**config.mk**
```make
export PLATFORM = sky130hd
export DESIGN_NAME = alu_sat_cnt
export DESIGN_NICKNAME = d
export VERILOG_FILES = /design/src/rtl/alu_pkg.sv /design/src/rtl/alu_sat_cnt.sv
export SDC_FILE = /design/constraint.sdc
export NUM_CORES = 1
export LEC_CHECK = 0
export CORE_MARGIN = 2
export CORE_UTILIZATION = 44
export CTS_CLUSTER_DIAMETER = 200
export DETAILED_ROUTE_END_ITERATION = 12
export PLACE_DENSITY = 0.8
export SLEW_MARGIN = 20
export SYNTH_ARGS = -nofsm -noshare
export SYNTH_HDL_FRONTEND = slang
export SYNTH_SLANG_ARGS = --single-unit
```
**constraint.sdc**
```tcl
create_clock -name i_clk -period 1.7 [get_ports i_clk]
set_input_delay 0.255 -clock i_clk [delete_from_list [all_inputs] [get_ports i_clk]]
set_output_delay 0.255 -clock i_clk [all_outputs]
set_load 0.03 [all_outputs]
```
**src/rtl/alu_pkg.sv**
```systemverilog
// Shared ALU definitions: opcode encoding, widths, transaction record and the
// golden result function used by both the checker and ALU verification benches.
package alu_pkg;

    localparam int ALU_W = 8;
    localparam int OP_W  = 3;

    typedef enum logic [OP_W-1:0] {
        OP_ADD = 3'd0,
        OP_SUB = 3'd1,
        OP_SLL = 3'd2,
        OP_LSR = 3'd3,
        OP_AND = 3'd4,
        OP_OR  = 3'd5,
        OP_XOR = 3'd6,
        OP_EQ  = 3'd7
    } alu_op_e;

    // Field order matches the packed first-error capture {op, a, b, res}.
    typedef struct packed {
        logic [OP_W-1:0]  op;
        logic [ALU_W-1:0] a;
        logic [ALU_W-1:0] b;
        logic [ALU_W-1:0] res;
    } alu_txn_t;

    function automatic logic [ALU_W-1:0] alu_golden(
        input logic [ALU_W-1:0] a,
        input logic [ALU_W-1:0] b,
        input logic [OP_W-1:0]  op
    );
        logic [ALU_W-1:0] y;
        case (alu_op_e'(op))
            OP_ADD:  y = a + b;
            OP_SUB:  y = a - b;
            OP_SLL:  y = a << b[2:0];
            OP_LSR:  y = a >> b[2:0];
            OP_AND:  y = a & b;
            OP_OR:   y = a | b;
            OP_XOR:  y = a ^ b;
            OP_EQ:   y = (a == b) ? 8'h01 : 8'h00;
            default: y = 8'h00;
        endcase
        return y;
    endfunction

endpackage

```
**src/rtl/alu_sat_cnt.sv**
```systemverilog
// Saturating up-counter with synchronous clear; holds at all-ones instead of wrapping.
module alu_sat_cnt
    import alu_pkg::*;
#(
    parameter int W = 16
) (
    input  logic         i_clk,
    input  logic         i_rst_n,
    input  logic         i_clr,
    input  logic         i_inc,
    output logic [W-1:0] o_cnt
);

    localparam logic [W-1:0] CNT_ZERO = {W{1'b0}};
    localparam logic [W-1:0] CNT_ONE  = {{(W-1){1'b0}}, 1'b1};
    localparam logic [W-1:0] CNT_MAX  = {W{1'b1}};

    logic [W-1:0] r_cnt;

    // Count register: clear beats increment, increment stops at the ceiling.
    always_ff @(posedge i_clk or negedge i_rst_n) begin
        if (!i_rst_n) begin
            r_cnt <= CNT_ZERO;
        end else if (i_clr) begin
            r_cnt <= CNT_ZERO;
        end else if (i_inc && (r_cnt != CNT_MAX)) begin
            r_cnt <= r_cnt + CNT_ONE;
        end
    end

    assign o_cnt = r_cnt;

endmodule

```
# Word level (Yosys, flattened, before mapping)
# Cells that the tools add are included.
# totals
ff_bits,16
input_bits,4
out_inout_bits,16
elab_cells,7
# classes
n_addsub,1
eq_ne,1
muxes,2
n_reduce_logical,2
# ops
op,n
16-bit 2-to-1 mux,2
16-bit by 1-bit adder with 16-bit output (second input constant),1
16-bit inequality test (second input constant),1
2-bit nonzero test,1
1-bit logical AND,1

# Longest topological paths before layout
# logic_depth
depth_word,4
mapped_depth,6

# Least setup slack after synthesis
# OpenSTA, ideal clock, no wires.
# synth_timing
path_type,reg-to-reg
start,"reg r_cnt[0], in the netlist o_cnt[0]"
end,"reg r_cnt[15], in the netlist o_cnt[15]"
setup_time_ps,128
t_arrival_ps,1834
required_ps,1572
setup_slack_ps,-261
stages_incl_launch_ff,6
path_buffers,0
cell_sequence,dfrtp_1 > ha_1 > nand4_2 > nor4_4 > nor4_1 > mux2_1
# synth_between
elab_chain_cells,3
# synth_lines
item,line,rtl
from (decl),alu_sat_cnt.sv:18,logic [W-1:0] r_cnt;
from (signal assigned),alu_sat_cnt.sv:27,r_cnt <= r_cnt + CNT_ONE;
16-bit by 1-bit adder with 16-bit output or 16-bit inequality test (tied branches),"alu_sat_cnt.sv:27, alu_sat_cnt.sv:26",
16-bit 2-to-1 mux or 1-bit logical AND (tied branches),alu_sat_cnt.sv:26,end else if (i_inc && (r_cnt != CNT_MAX)) begin
16-bit 2-to-1 mux or 2-bit nonzero test (tied branches),n/a,
# Several ways; a longest one is shown, not always the timed one. The select of a mux whose other input is x is not followed.
# A chain may end at the register's enable or synchronous reset.

# Final worst setup path
# layout_timing
start,"reg r_cnt[0], in the netlist o_cnt[0]"
end,"reg r_cnt[11], in the netlist o_cnt[11]"
# Same word-level chain as after synthesis.

==> impl_metrics.yaml <==
outcome:
  status: "finished, violations left"
  failed_checks: "setup timing"
power:
  power_frac_comb_pct: 9.8
  power_frac_clock_pct: 36.6
  seq_power_share_pct: 53.6
  power_per_cell_area_nw_per_um2: 487
  intPower_mw: 0.545
  p_leak_nw: 0.730
  power_switching_share_pct: 25.2
  vdd_ir_drop_max_v: 0.000627
  net-switching-power_mw: 0.183
floorplanning:
  floorplan.initialDensity_pct: 47.5
  core.rowCount: 16
  design.portCount: 20
  core_area_um2: 1980
  fp.dieArea_um2: 2530
  die_height_um: 50.3
  dieWidth_um: 50.3
yosys:
  asyncSetResetFlopFracSynth_pct: 100
  synth_warnings: 0
  syn-instance-count: 98
  post_synth_main_area_contributors: "sky130_fd_sc_hd__dfrtp_1 (42%), sky130_fd_sc_hd__a21oi_1 (5.8%), sky130_fd_sc_hd__o31ai_1 (5.6%)"
  synthTopCellsByCount: "sky130_fd_sc_hd__dfrtp_1 (16), sky130_fd_sc_hd__a21oi_1 (11), sky130_fd_sc_hd__o31ai_1 (7)"
  ys_dominant_reg_cell: "sky130_fd_sc_hd__dfrtp_1"
  synth.most_common_cell: "sky130_fd_sc_hd__dfrtp_1"
  synth.lib_cells_used.distinct: 28
  fraction_of_the_mapped_netlist_area_in_compound_gates_pct: 16.2
  largest_area_contributor_in_the_synthesized_netlist: "sky130_fd_sc_hd__dfrtp_1"
  synth_fp_nets: 103
  postSynthRegisterBits: 16
  synthSimpleGateAreaFrac_pct: 31.2
  yosys.area_share.adder_pct: 1.33
  largest_family_of_logic_cells_by_synthesized_area: "simple AND/OR/NAND/NOR gates"
  synth_mux_area_share_pct: 4.78
  number_of_enable_type_register_cells_in_the_synthesized_netlist: 0
  parity_gate_share_of_the_synthesized_area_counting_xor_and_xnor_cells_pct: 0
  postSynthAreaPerCell_um2: 9.61
  ys_seq_area_share_pct: 42.5
  synth.top_cell.area_share_pct: 42.5
  post_synth_instance_area_um2: 942
placed_design:
  hpwlAfterDp_mm: 1.81
  port_buffers: 19
  gp_routability_congestion: 0.824
  minimum_setup_slack_after_placement_ns: -0.139
  place.detailed.instances: 167
worst_setup_path:
  worst_ep_arrival_time_ns: 2.03
  critical_path_peak_fanout: 6
  path_cells: "and4_4 -> nand4_1 -> nor4_1 -> mux2_1"
  setup.reg_to_reg.worst_slack_ns: -0.15
  criticalPathCategory: "flop to flop"
  timing.critical_path.max_delay_family: "simple AND/OR/NAND/NOR gates"
  r2r-end: "o_cnt[11]"
  critical_path_buf_inv_count: 0
  crit_required_ns: 1.88
  rr_startpoint: "o_cnt[0]"
  timing.critical_path.to_type: "flop"
  max_stage_delay_ns: 0.48
  worst-r2r-cell-count: 4
  worst_path_max_delay_cell: "sky130_fd_sc_hd__nor4_1"
  setup.worst_path.start_class: "flop"
finish:
  largest_register_ff_count: 16
  fillerInstances: 130
  final_net_count: 153
  post_route_cells_drive_above_1_share_pct: 46.3
  final_cells: 174
  final_core_util_pct: 75.4
  antenna_cells_inserted: 0
  area_delta_synth_final_pct: 58.6
routing:
  post_drt_wl_per_cell_um: 16.0
  drt-vias-per-instance: 6.01
  first_drt_pass_iteration_count: 4
  drc_violations_left: 0
  routed_wirelength_mm: 2.79
  drt_iter0_drcs: 35
  postRouteAntennaNets: 0
  num_vias: 1045
timing:
  hold_viol_final: 0
  fin_hold_ws_ns: 0.253
  finalWorstSetupSlack_ns: -0.152
  rsz0062_at_grt: "true"
  clock.fmax_ghz: 0.540
  setup-violations-final: 9
  finClkSkew_ns: 0.0130
  tns_ns: -0.621
  worst_slew_pin_slew_ns: 0.522
  layout_min_cycle_time_ns: 1.85
  worst_slew_slack_as_a_fraction_of_its_limit_pct: 64.9
  layout_worst_path_cycle_share_pct: 109
  drv_slew: 0
min_path:
  holdCritPathClass: "input pin to async pin"
cts:
  clock_path_buffers: 2
  clk-insertion-delay-late_ns: 0.30
  num_cts_buffers: 3
  cts_root_cell: "sky130_fd_sc_hd__clkbuf_4"
  tritoncts: "done"
  cts.htree.levels: 1
  tritoncts_num_sinks: 16
  clk_transition_reported_paths_ns: 0.11
global_route:
  track_usage_pct: 24.7
  via_count_of_the_first_global_routing_pass: 1008
  grt_pass1_wl_mm: 4.71
  antenna_found_initial: 0
  global_route.overflow_total: 0
  pin_count_of_the_biggest_net_entering_global_routing: 17
job:
  max_cap_violations: 0
routing by layer:
metal,track usage (%),share of wire [%],vias to the layer above
li1,-,-,483
met1,31.1,41,512
met2,42.3,50,43
met3,3.57,7.0,7
met4,9.72,1.8,0
met5,0,0,-
cell families after synthesis:
family          count (synthesis)
mux                             4
simple gates                   45
fa+ha+maj                       1
compound gates                 24
buf+inv                         8
flops                          16
power by group through the flow:
stage	Sequential, mW	Combinational [mW]	Clock [mW]
finish	0.391	0.0714	0.266
global route	0.392	0.0796	0.281
CTS	0.390	0.0706	0.269
detailed placement	0.398	0.0696	0
global placement	0.398	0.0673	0
floorplan	0.404	0.0224	0
placed cells by master, fill, tap and decap left out, types with 5 or more instances in the layout:
cell type	n
sky130_fd_sc_hd__buf_4	29
sky130_fd_sc_hd__nand2_1	6
sky130_fd_sc_hd__dfrtp_2	14
sky130_fd_sc_hd__nand4_1	6
sky130_fd_sc_hd__a21oi_1	7
sky130_fd_sc_hd__dlymetal6s2s_1	5
sky130_fd_sc_hd__o31ai_1	7
sky130_fd_sc_hd__dlygate4sd2_1	11
area by class of cell:
class | count | area, um2 | area share (%)
flip-flops and latches | 16 | 418 | 28.0
multi-input cells | 74 | 566 | 37.9
inverters | 3 | 11.3 | 0.754
repair buffers | 50 | 429 | 28.7
clock buffers | 4 | 36.3 | 2.43
well taps | 27 | 33.8 | 2.26
per-stage QoR:
step           power (mW)  area, um2
3_3_place_gp        0.465       1380
2_1_floorplan       0.427        972
6_report            0.728       1490
3_5_place_dp        0.467       1380
5_1_grt             0.752       1490
4_1_cts             0.730       1430
worst max path at each step:
stage	startpoint	to	slack, ns	cells past startpoint
final	o_cnt[0]	o_cnt[11]	-0.15	4
after global routing	o_cnt[0]	o_cnt[11]	-0.25	4
after CTS	o_cnt[0]	o_cnt[13]	-0.06	4
after detailed placement	i_inc	o_cnt[10]	-0.14	5
after global placement	i_inc	o_cnt[3]	-0.07	4
after floorplan	o_cnt[1]	o_cnt[12]	-0.01	5
timing repair:
action	in CTS	in global routing
pin swaps	1	7
hold buffers	0	0
endpoints found under the setup margin	18	20
setup buffers	0	3
resized for setup	17	13
Power figures use the tool's default switching activity.
